--- config.mk ---
export PLATFORM = sky130hd
export DESIGN_NAME = mfm_wr_seq
export DESIGN_NICKNAME = d
export VERILOG_FILES = /design/src/rtl/mfm_wr_seq.sv
export SDC_FILE = /design/constraint.sdc
export NUM_CORES = 1
export LEC_CHECK = 0
export BUFFER_PORTS_ARGS = -buffer_cell sky130_fd_sc_hd__buf_2
export CAP_MARGIN = 20
export CORE_MARGIN = 1
export CORE_UTILIZATION = 37
export CTS_CLUSTER_SIZE = 16
export DETAILED_ROUTE_END_ITERATION = 16
export SYNTH_ARGS = -nofsm -noshare
export SYNTH_HDL_FRONTEND = slang
export SYNTH_SLANG_ARGS = --single-unit
--- constraint.sdc ---
create_clock -name iCLK -period 2.7 [get_ports iCLK]
set_input_delay 0.135 -clock iCLK [delete_from_list [all_inputs] [get_ports iCLK]]
set_output_delay 0.135 -clock iCLK [all_outputs]
set_load 0.05 [all_outputs]
--- src/rtl/mfm_wr_seq.sv ---
// -----------------------------------------------------------------------------
// mfm_wr_seq -- write-sector sequencer for the MFM encoder of the
// WD1793-compatible FDC core.
//
// Produces the sector data field and owns the encoder's WRITE GATE and its
// byte-feed handshake. The field is: sync 00s, A1 marks sent with clock-drop
// translation, the data address mark, the host data bytes, CRC-16 (CCITT,
// preset FFFF, MSB first) and the trailing gap.
//
// The byte preloaded into the encoder while WG is low (oBYTE = 00 in IDLE)
// counts as the first sync byte. Every later byte is handed over with a
// one-cycle oBYTE_2_WRITE acknowledge in reply to iNEXT_BYTE.
//
// Ports:
//   iCLK           16 MHz system clock
//   iRESETn        asynchronous active-low reset
//   iSTART         one-cycle pulse that starts a sector write (ignored if busy)
//   iLEN_CODE[1:0] sector length N = 128 << iLEN_CODE, sampled at iSTART
//   iMARK[7:0]     data address mark (FB normal, F8 deleted), sampled at iSTART
//   iDATA[7:0]     host data byte
//   iDAV           one-cycle strobe: iDATA is valid
//   iNEXT_BYTE     encoder request for the next byte (level)
//   iCRC_CORRUPT   (optional) invert the low CRC byte, sampled at iSTART
//   oBYTE[7:0]     byte presented to the encoder
//   oBYTE_2_WRITE  one-cycle acknowledge: oBYTE is valid
//   oTRANSLATE     A1/C2 clock-drop enable for the encoder
//   oWG            WRITE GATE
//   oDRQ           host data request
//   oLOST          sticky lost-data (underrun) flag
//   oBUSY          sequence in progress
//   oDONE          one-cycle pulse at the end of the sequence
//
// Build option:
//   MFM_WR_SEQ_CRC_CORRUPT_EN  adds iCRC_CORRUPT for exercising CRC error
//                              paths; undefined, the CRC is always sent true.
// -----------------------------------------------------------------------------
module mfm_wr_seq #(
    parameter int unsigned SYNC_LEN = 12,
    parameter int unsigned AM_LEN   = 3,
    parameter logic [7:0]  GAP_BYTE = 8'h4E,
    parameter int unsigned TAIL_LEN = 1
) (
    input  logic       iCLK,
    input  logic       iRESETn,
    input  logic       iSTART,
    input  logic [1:0] iLEN_CODE,
    input  logic [7:0] iMARK,
    input  logic [7:0] iDATA,
    input  logic       iDAV,
    input  logic       iNEXT_BYTE,
`ifdef MFM_WR_SEQ_CRC_CORRUPT_EN
    input  logic       iCRC_CORRUPT,
`endif
    output logic [7:0] oBYTE,
    output logic       oBYTE_2_WRITE,
    output logic       oTRANSLATE,
    output logic       oWG,
    output logic       oDRQ,
    output logic       oLOST,
    output logic       oBUSY,
    output logic       oDONE
);

    typedef enum logic [2:0] {
        ST_IDLE,
        ST_SYNC,
        ST_AM,
        ST_MARK,
        ST_DATA,
        ST_CRC1,
        ST_CRC2,
        ST_TAIL
    } seqStateT;

    // Per-phase byte counts in the 11-bit counter domain. The preloaded
    // byte already covers one sync byte, so only SYNC_LEN-1 remain.
    localparam logic [10:0] SYNC_REM  = 11'(SYNC_LEN - 1);
    localparam logic [10:0] AM_CNT    = 11'(AM_LEN);
    localparam logic [10:0] TAIL_CNT  = 11'(TAIL_LEN);
    localparam logic [10:0] START_CNT = (SYNC_LEN > 1) ? SYNC_REM : AM_CNT;
    localparam seqStateT    START_ST  = (SYNC_LEN > 1) ? ST_SYNC : ST_AM;

    // CCITT x^16+x^12+x^5+1, one byte, MSB first.
    function automatic logic [15:0] crcStep(input logic [15:0] crcIn,
                                            input logic [7:0]  dataIn);
        logic [15:0] c;
        c = crcIn;
        for (int i = 7; i >= 0; i--) begin
            c = {c[14:0], 1'b0} ^ ((c[15] ^ dataIn[i]) ? 16'h1021 : 16'h0000);
        end
        return c;
    endfunction

    seqStateT    state;
    seqStateT    stateNext;
    logic [10:0] cnt;           // bytes still to feed in the current phase
    logic [10:0] nextPhaseLen;  // count loaded when the current phase ends
    logic [7:0]  byteReg;
    logic        ackReg;
    logic        doneReg;
    logic        xlatReg;
    logic        lostReg;
    logic [7:0]  markReg;
    logic [1:0]  lenReg;
    logic [15:0] crcReg;
    logic [7:0]  holdByte;
    logic        holdFull;
    logic [10:0] dataLen;
    logic [7:0]  feedByte;
    logic        startAcc;
    logic        feedReq;
    logic        tailDone;
    logic        doFeed;
    logic        endSeq;
    logic        phaseLast;
    logic        crcFeed;
    logic        dataFeed;

`ifdef MFM_WR_SEQ_CRC_CORRUPT_EN
    logic corruptReg;

    always_ff @(posedge iCLK or negedge iRESETn) begin
        if (!iRESETn) begin
            corruptReg <= 1'b0;
        end else if (startAcc) begin
            corruptReg <= iCRC_CORRUPT;
        end
    end
`else
    logic corruptReg;
    assign corruptReg = 1'b0;
`endif

    assign dataLen   = 11'd128 << lenReg;
    assign startAcc  = iSTART && (state == ST_IDLE);
    // A request is served only if the previous cycle carried no
    // acknowledge, so one held request never yields two feeds.
    assign feedReq   = iNEXT_BYTE && !ackReg && (state != ST_IDLE);
    // After the last gap byte the counter sits at 0 in TAIL; the next
    // request closes the sequence instead of being fed.
    assign tailDone  = (state == ST_TAIL) && (cnt == 11'd0);
    assign doFeed    = feedReq && !tailDone;
    assign endSeq    = feedReq && tailDone;
    assign phaseLast = (cnt == 11'd1);
    assign dataFeed  = doFeed && (state == ST_DATA);
    assign crcFeed   = doFeed && ((state == ST_AM) || (state == ST_MARK) ||
                                  (state == ST_DATA));

    // -------------------------------------------------------------------------
    // State register
    // -------------------------------------------------------------------------
    always_ff @(posedge iCLK or negedge iRESETn) begin
        if (!iRESETn) begin
            state <= ST_IDLE;
        end else begin
            // NOTE: clocked state uses non-blocking assignments so every
            // register samples pre-edge values regardless of block order.
            state <= stateNext;
        end
    end

    // -------------------------------------------------------------------------
    // Next-state logic and the per-state byte to feed
    // -------------------------------------------------------------------------
    always_comb begin
        // NOTE: every combinational output gets a default first; a path
        // that skips an assignment would otherwise infer a latch.
        stateNext    = state;
        nextPhaseLen = 11'd1;
        feedByte     = 8'h00;
        case (state)
            ST_IDLE: begin
                if (iSTART) stateNext = START_ST;
            end
            ST_SYNC: begin
                nextPhaseLen = AM_CNT;
                if (doFeed && phaseLast) stateNext = ST_AM;
            end
            ST_AM: begin
                feedByte = 8'hA1;
                if (doFeed && phaseLast) stateNext = ST_MARK;
            end
            ST_MARK: begin
                feedByte     = markReg;
                nextPhaseLen = dataLen;
                if (doFeed) stateNext = ST_DATA;
            end
            ST_DATA: begin
                // An empty holding register at feed time is an underrun.
                feedByte = holdFull ? holdByte : 8'h00;
                if (doFeed && phaseLast) stateNext = ST_CRC1;
            end
            ST_CRC1: begin
                feedByte = crcReg[15:8];
                if (doFeed) stateNext = ST_CRC2;
            end
            ST_CRC2: begin
                feedByte     = crcReg[7:0] ^ {8{corruptReg}};
                nextPhaseLen = TAIL_CNT;
                if (doFeed) stateNext = ST_TAIL;
            end
            ST_TAIL: begin
                feedByte = GAP_BYTE;
                if (endSeq) stateNext = ST_IDLE;
            end
            default: stateNext = ST_IDLE;
        endcase
    end

    // -------------------------------------------------------------------------
    // Datapath: counter, feed register, CRC, flags and host holding register
    // -------------------------------------------------------------------------
    always_ff @(posedge iCLK or negedge iRESETn) begin
        if (!iRESETn) begin
            // NOTE: the holding register and CRC are ordinary flops and are
            // cleared here so a restart after reset never sees stale data.
            cnt      <= '0;
            byteReg  <= 8'h00;
            ackReg   <= 1'b0;
            doneReg  <= 1'b0;
            xlatReg  <= 1'b0;
            lostReg  <= 1'b0;
            markReg  <= 8'h00;
            lenReg   <= 2'd0;
            crcReg   <= 16'h0000;
            holdByte <= 8'h00;
            holdFull <= 1'b0;
        end else begin
            ackReg  <= doFeed;
            doneReg <= endSeq;

            if (startAcc) begin
                cnt     <= START_CNT;
                byteReg <= 8'h00;
                markReg <= iMARK;
                lenReg  <= iLEN_CODE;
                crcReg  <= 16'hFFFF;
                xlatReg <= 1'b0;
                lostReg <= 1'b0;
            end else if (doFeed) begin
                byteReg <= feedByte;
                // TAIL runs its counter down to 0 and waits there.
                if (phaseLast && (state != ST_TAIL)) begin
                    cnt <= nextPhaseLen;
                end else begin
                    cnt <= cnt - 11'd1;
                end
                if (crcFeed) crcReg <= crcStep(crcReg, feedByte);
                // Translation covers the marks only; it is dropped on the
                // first data byte so A1/C2 data bytes go out as plain MFM.
                if (state == ST_AM) xlatReg <= 1'b1;
                if (dataFeed) begin
                    xlatReg <= 1'b0;
                    if (!holdFull) lostReg <= 1'b1;
                end
            end

            // A strobe coinciding with a data feed is stored after the feed
            // has taken the old byte, so the register stays full.
            if (iDAV) begin
                holdByte <= iDATA;
                holdFull <= 1'b1;
            end else if (startAcc || dataFeed) begin
                holdFull <= 1'b0;
            end
        end
    end

    // -------------------------------------------------------------------------
    // Outputs
    // -------------------------------------------------------------------------
    always_comb begin
        oBYTE         = byteReg;
        oBYTE_2_WRITE = ackReg;
        oTRANSLATE    = xlatReg;
        oLOST         = lostReg;
        oDONE         = doneReg;
        // WG and BUSY follow the state register directly so an async reset
        // drops them without waiting for a clock.
        oBUSY         = (state != ST_IDLE);
        oWG           = (state != ST_IDLE);
        oDRQ          = 1'b0;
        case (state)
            ST_SYNC, ST_AM, ST_MARK, ST_DATA: oDRQ = ~holdFull;
            default:                          oDRQ = 1'b0;
        endcase
    end

endmodule

==> results.md, run 1 <==
- Post-synth EDFFs: 0
- Failing checks: design-rule violations
- Final Util: 45.9%
- Dpl hpwl: 6030 um
- Worst slew pin tran: 0.712 ns
- Power Dens Cells: 1310 nW/um^2
- Setup CP Type: reg2reg
- TritonCTS clock tree: yes
- Die Wd: 97.9 um
- Worst Path Arrival: 2.64 ns
- Post-cts gate resize count: 0
- Most frequent cells after synthesis: nand2_1 (62), dfrtp_1 (61), nor2_1 (35)
- Peak Freq: 0.410 GHz
- Cells after Synth: 382
- Bufs on Longest Clock Path: 2
- WL met2: 4060 um
- Placed cell areas: 3700 um^2
- Wire length per cell: 15.8 um
- Final hold violation count: 0
- Die area: 9590 um^2
- Gpl congestion: 0.834
- # DRC: 1
- Outcome: complete, but fails checks
- Seq. cell area: 1530 um^2
- Top-Level Pins: 38
- Initial antenna violation count: 0
- Rows: 34
- Final setup TNS: 0 ns
- H-tree depth: 3
- Seq cells post-synth: 61
- Async set-or-reset flop fraction in the synthesized netlist: 100%
- Fillers: 875
- Area grow syn2layout: 18.8%
- CTS Root Cell: clkbuf_8
- Synth Area in XOR/XNOR: 5.59%
- RSZ-0062 raised after global routing: no
- Global-route wire length before repair: 14,300 um
- Tot Pwr: 5300 uW
- Simple-Gate Fraction of Synth Area: 21.4%
- Setup violations, final: 0
- Final Skew: 0.00801 ns
- Largest family of logic cells by synthesized area: simple AND/OR/NAND/NOR gates
- Syn_nets: 408
- Pre-antenna DRT Iters: 10
- Adder-cell share of the synthesized area: 1.10%
- CP required: 2.90 ns
- Crit. End Element: flop
- Vias: 2,931
- Tot GR Track Use: 19.0%
- Layout cells sized above 1: 20.6%
- Post-synthesis cell area: 3400 um^2
- Port bufs: 37
- Worst Setup Start Kind: flop
- Multiplexer share of the synthesized area: 3.64%
- Slew margin rel.: 52.5%
- Final Cycle Share: 90.4%
- Top FF cell, synth: dfrtp_1
- DRT iter0 DRCs: 239
- Final worst path period need: 2.44 ns
- Synthesized area per cell: 8.91 um^2
- Met3 wire len: 381 um
- Pin count of the biggest net entering global routing: 62
- Area leader, netlist: dfrtp_1
- Clk pin slew, worst setup/hold paths: 0.07 ns
- Postcts setup bufs: 0
- Multi-input logic area: 1720 um^2
- Synth area leaders: dfrtp_1 (45%), nand2_1 (6.8%), a21oi_1 (4.4%)
- Num Clock Sinks: 61
- Num CTS Buffers: 9
- Peak VDD IR: 0.000592 V
- Final instance area: 4040 um^2
- Top-count cell post-synth: nand2_1
- Hold depth: 2
- Remaining global-route overflow: 0
- Fraction of the mapped netlist area in compound gates: 18.8%
- Via density: 5.44
- Met1 WL: 3940 um
- Max Cap Viol: 0
- Core box area: 8810 um^2
- Vias in the first global route: 2,866
- Synth warnings: 0
- Clk Latency, worst-skew pair: 0.33 ns
- Hold WC Path Type: in2reg
- Nets@finish: 452
- R2R cell count: 8
- ANT cells: 0
- Leakage: 0.00182 uW
- Final WL: 8510 um
- Critical-path maximum fanout: 29
- Synth unique cells: 56
- Die height: 97.9 um
- Fin. max-slew vios: 0
- Sequential share of the synthesized area: 44.9%
- Post-synth top area share: 44.9%
- Highest routed metal layer: met4
- Initial Utilization: 38.6%
- Worst hold margin: 0.0370 ns
- Final ANT Viol Nets: 0
## logic make-up after synthesis
| kind of cell | Yosys count |
|---|---|
| xor+xnor | 20 |
| buf+inv | 36 |
| compound gates | 98 |
| flops | 61 |
| fa+ha+maj | 3 |
| mux | 11 |
| simple gates | 153 |
## area by class of cell
| cell class | count | area share, % |
|---|---|---|
| Clock buffer | 13 | 4.42 |
| Clock inverter | 3 | 1.61 |
| Inverter | 11 | 1.02 |
| Multi-Input combinational cell | 285 | 42.5 |
| Sequential cell | 61 | 37.7 |
| Tap cell | 108 | 3.34 |
| Timing Repair Buffer | 58 | 9.41 |
## per-layer routing
layer	GRT usage, %	vias to the layer above
met4	5.71	0
met1	25.0	1423
met5	0	-
met2	31.4	79
li1	-	1418
met3	4.01	11
## final timing paths
path	startpoint	end	slack, ns
setup / recovery	cnt[3]$_DFFE_PN0P_	cnt[9]$_DFFE_PN0P_	0.26
hold / removal	iDATA[3]	holdByte[3]$_DFFE_PN0P_	0.04
setup reg to reg	cnt[3]$_DFFE_PN0P_	cnt[9]$_DFFE_PN0P_	0.26
hold reg to reg	markReg[7]$_DFFE_PN0P_	markReg[7]$_DFFE_PN0P_	0.48
max in group asynchronous	iRESETn	crcReg[15]$_DFFE_PN0P_	2.08
min in group asynchronous	iRESETn	cnt[4]$_DFFE_PN0P_	0.36
## worst max-delay path: stages, from the launching register on
cell	delay, ns
dfrtp_1	0.43
or4_4	0.58
nor4_4	0.34
nand4_2	0.21
nand2_2	0.13
buf_4	0.28
nor3_1	0.10
o21ai_1	0.13
o21ai_0	0.10
## registers in the layout, summed over array words and instances, names as in the netlist, 2 cells and up
name	flops
crcReg	16
cnt	11
holdByte	8
markReg	8
oBYTE	8
state	3
lenReg	2
## where the power goes
part | internal [uW] | switching (uW)
sequential | 1260 | 346
clock | 620 | 354
combinational | 1070 | 1650
## timing repair
item / 4_1_cts / 5_1_grt
setup endpoints to repair: 0 / 0
hold endpoints to repair: 70 / 0
hold buffers: 10 / 0
## cell usage in the layout (no fill, tap or decap), types with 2 or more instances in the layout
cell type / synthesis / layout
a31oi_1: 2 / 2
nor2b_1: 5 / 5
o31ai_1: 3 / 3
nor4_1: 4 / 4
o211ai_1: 6 / 6
and2_1: 2 / 2
a22oi_1: 3 / 3
a21oi_1: 30 / 30
clkbuf_8: 0 / 13
nand3_1: 12 / 12
o32a_1: 2 / 2
inv_1: 10 / 10
nand2_2: 2 / 2
o21ai_1: 15 / 15
buf_4: 3 / 10
dfrtp_1: 61 / 61
a31o_1: 3 / 3
xor2_2: 2 / 2
nor2_1: 35 / 35
buf_2: 5 / 37
xor2_1: 5 / 5
ha_1: 3 / 3
nor3_1: 17 / 17
nand2_1: 62 / 62
dlygate4sd3_1: 0 / 10
mux2i_1: 2 / 2
a22o_1: 6 / 6
mux2_2: 8 / 8
o22ai_1: 3 / 3
bufinv_16: 0 / 2
xnor2_1: 13 / 13
o21ai_0: 15 / 15
or3_1: 3 / 3
## stage by stage
| stage | setup slack [ns] | std cells |
|---|---|---|
| finish | 0.260 | 539 |
| global route | 0.0672 | 539 |
| CTS | 0.268 | 539 |
| detailed placement | 0.296 | 513 |
| global placement | 0.347 | 513 |
| floorplan | 0.549 | 382 |
No activity file was read; power rests on OpenSTA's default activity.
==> run 2, diff against run 1 <==
--- a/config.mk
+++ b/config.mk
@@ -5,6 +5,7 @@
 export SDC_FILE = /design/constraint.sdc
 export NUM_CORES = 1
 export LEC_CHECK = 0
+export ABC_AREA = 1
 export BUFFER_PORTS_ARGS = -buffer_cell sky130_fd_sc_hd__buf_2
 export CAP_MARGIN = 20
 export CORE_MARGIN = 1
==> run 2 against run 1 <==
  * The flow now finishes without violations
  * Critical path depth decreased by 1
  * Sequential share of layout area shrank 3.3 points
  * Via count rose by 19%
  * Fmax grew 2.2%
  * Synthesized cell count is 37% higher
  * Power is 7.6% higher
  * Register-to-register slack gained 0.07 ns
==> results.md, run 2 <==
- Outcome: finished, final reports clean
- Post-synth top area share: 40.7%
- Max reg flops: 16
- Critical-path maximum fanout: 11
- Pin count of the biggest net entering global routing: 62
- Final setup TNS: 0 ns
- Remaining global-route overflow: 0
- Multi-input logic area: 1850 um^2
- Met3 wire len: 412 um
- Post-synth EDFFs: 0
- Setup violations, final: 0
- R2R Path Start: state[0]$_DFFE_PN0P_
- Adder-cell share of the synthesized area: 1.00%
- Peak VDD IR: 0.000362 V
- Crit. End Element: primary output
- Synth Area in XOR/XNOR: 1.87%
- Postcts setup bufs: 0
- CP top delay family: simple AND/OR/NAND/NOR gates
- Async set-or-reset flop fraction in the synthesized netlist: 100%
- Top-Level Pins: 38
- Synth area leaders: dfrtp_1 (41%), nand2_1 (18%), nand3_1 (6.0%)
- Rows: 36
- Fillers: 1,046
- CP most frequent cell: nor2_1
- Layout cells sized above 1: 16.3%
- Post-synthesis cell area: 3750 um^2
- Port bufs: 37
- CP required: 2.57 ns
- Core box area: 9820 um^2
- Worst Setup Start Kind: flop
- Area leader, netlist: dfrtp_1
- Seq cells post-synth: 61
- Clk pin slew, worst setup/hold paths: 0.07 ns
- Crit. Startpoint: state[1]$_DFFE_PN0P_
- Largest registers: crcReg (16), cnt (11)
- Peak Freq: 0.419 GHz
- Met1 WL: 4660 um
- Wire length per cell: 13.7 um
- Slew margin rel.: 47.6%
- Hold WC Path Type: in2reg
- Synth warnings: 0
- Post-cts gate resize count: 0
- Cells after Synth: 523
- TritonCTS clock tree: yes
- Multiplexer share of the synthesized area: 0%
- CP max stage delay: 0.67 ns
- Die Wd: 103 um
- Tot GR Track Use: 20.8%
- Top FF cell, synth: dfrtp_1
- Die height: 103 um
- Setup CP Type: reg2out
- Area grow syn2layout: 18.1%
- Gpl congestion: 0.918
- Global-route wire length before repair: 16,600 um
- Power Dens Cells: 1290 nW/um^2
- CTS Root Cell: clkbuf_8
- DRT iter0 DRCs: 153
- Via density: 4.88
- Pre-antenna DRT Iters: 4
- Ordered cell list for the critical path: inv_2 -> nor2_2 -> nand2_1 -> nand3_1 -> nor2_1 -> nor2_1 -> buf_2
- Vias in the first global route: 3,477
- Critical Path Stages: 7
- Die area: 10,500 um^2
- H-tree depth: 3
- RR Endpoint: cnt[4]$_DFFE_PN0P_
- Worst path slowest cell: dfrtp_1
- Top-count cell post-synth: nand2_1
- Synthesized area per cell: 7.17 um^2
- Initial antenna violation count: 0
- Syn_nets: 549
- Leakage: 0.00233 uW
- Num Clock Sinks: 61
- Layout Cells excl Fill: 715
- Setup crit end: oDRQ
- Final Cycle Share: 88.4%
- Num CTS Buffers: 9
- Synth unique cells: 37
- Final Skew: 0.0140 ns
- Bufs on Longest Clock Path: 2
- Largest Register: crcReg
- # DRC: 0
- Final WL: 9770 um
- Fraction of the mapped netlist area in compound gates: 8.64%
- Final ANT Viol Nets: 0
- Final worst path period need: 2.39 ns
- Simple-Gate Fraction of Synth Area: 37.8%
- WL met2: 4560 um
- Highest routed metal layer: met4
- Most frequent cells in the layout: nand2_1 (183), dfrtp_1 (61), inv_1 (58), nand3_1 (45), buf_2 (37)
- Final hold violation count: 0
- Clk Latency, worst-skew pair: 0.35 ns
- Worst Path Arrival: 2.25 ns
- Sequential share of the synthesized area: 40.7%
- R2R cell count: 8
- Max Cap Viol: 0
- Most frequent cells after synthesis: nand2_1 (183), dfrtp_1 (61), inv_1 (58)
- Initial Utilization: 38.2%
- Worst reg2reg setup slack: 0.33 ns
- ANT cells: 0
- Largest family of logic cells by synthesized area: simple AND/OR/NAND/NOR gates
- Dpl hpwl: 7180 um
- RSZ-0062 raised after global routing: no
- Worst slew pin tran: 0.785 ns
- Nets@finish: 603
- Buffers and inverters on the worst path: 2
- Seq. cell area: 1530 um^2
- Fin. max-slew vios: 0
- Placed Instances: 681
- Vias: 3,492
- Most common cell after layout, fill and taps aside: nand2_1
[run 2: worst min-delay path by stage]
stage,start,to,depth (start not counted)
floorplan,iRESETn,cnt[0]$_DFFE_PN0P_,0
global placement,iDATA[6],holdByte[6]$_DFFE_PN0P_,3
detailed placement,iLEN_CODE[0],lenReg[0]$_DFFE_PN0P_,3
CTS,iMARK[2],markReg[2]$_DFFE_PN0P_,3
global route,iMARK[2],markReg[2]$_DFFE_PN0P_,3
finish,iMARK[2],markReg[2]$_DFFE_PN0P_,3
[run 2: layout make-up]
cell class / instances / area share [%]
well taps: 133 / 3.76
inverters: 69 / 5.96
multi-input cells: 378 / 41.8
clock inverters: 7 / 2.23
flip-flops and latches: 61 / 34.5
clock buffers: 9 / 2.80
repair buffers: 58 / 9.04
[run 2: kinds of logic after synthesis]
logic type | Yosys count
adder cells (fa/ha/maj) | 3
XOR/XNOR | 8
buffers and inverters | 84
AND/OR/NAND/NOR | 310
AO/OA/AOI/OAI | 57
flip-flops | 61
[run 2: per-layer routing]
| metal | vias to the layer above | global-route usage, % |
|---|---|---|
| met5 | - | 0 |
| met4 | 0 | 8.79 |
| met3 | 12 | 3.66 |
| met2 | 81 | 34.6 |
| met1 | 1612 | 26.5 |
| li1 | 1787 | - |
[run 2: worst register-to-register path, cell delays in order, from the launching register on]
cell	delay, ns
dfrtp_1	0.76
nor2_4	0.17
nand2_4	0.13
nor2_2	0.05
inv_1	0.37
nand2_2	0.28
inv_2	0.28
nor2_1	0.07
o22a_1	0.15
[run 2: power by group]
part           switching (uW)  internal, uW
Sequential                368          1240
Combinational            2210           970
Clock                     400           524
Total                    2970          2730
[run 2: repair_timing]
action,CTS,global route
hold endpoints to repair,78,0
setup endpoints to repair,0,0
hold buffers,18,0
[run 2: through the flow]
step | hold slack (ns) | area (um^2) | setup slack [ns] | total power [uW] | util, %
2_1_floorplan | -0.161 | 3750 | 0.937 | 4070 | -
3_3_place_gp | 0.338 | 4030 | 0.494 | 4710 | 41.0
3_5_place_dp | 0.341 | 4030 | 0.370 | 4770 | 41.0
4_1_cts | 0.00964 | 4430 | 0.306 | 5740 | 45.1
5_1_grt | 0.0229 | 4430 | 0.149 | 6240 | 45.1
6_report | 0.0200 | 4430 | 0.314 | 5710 | 45.1
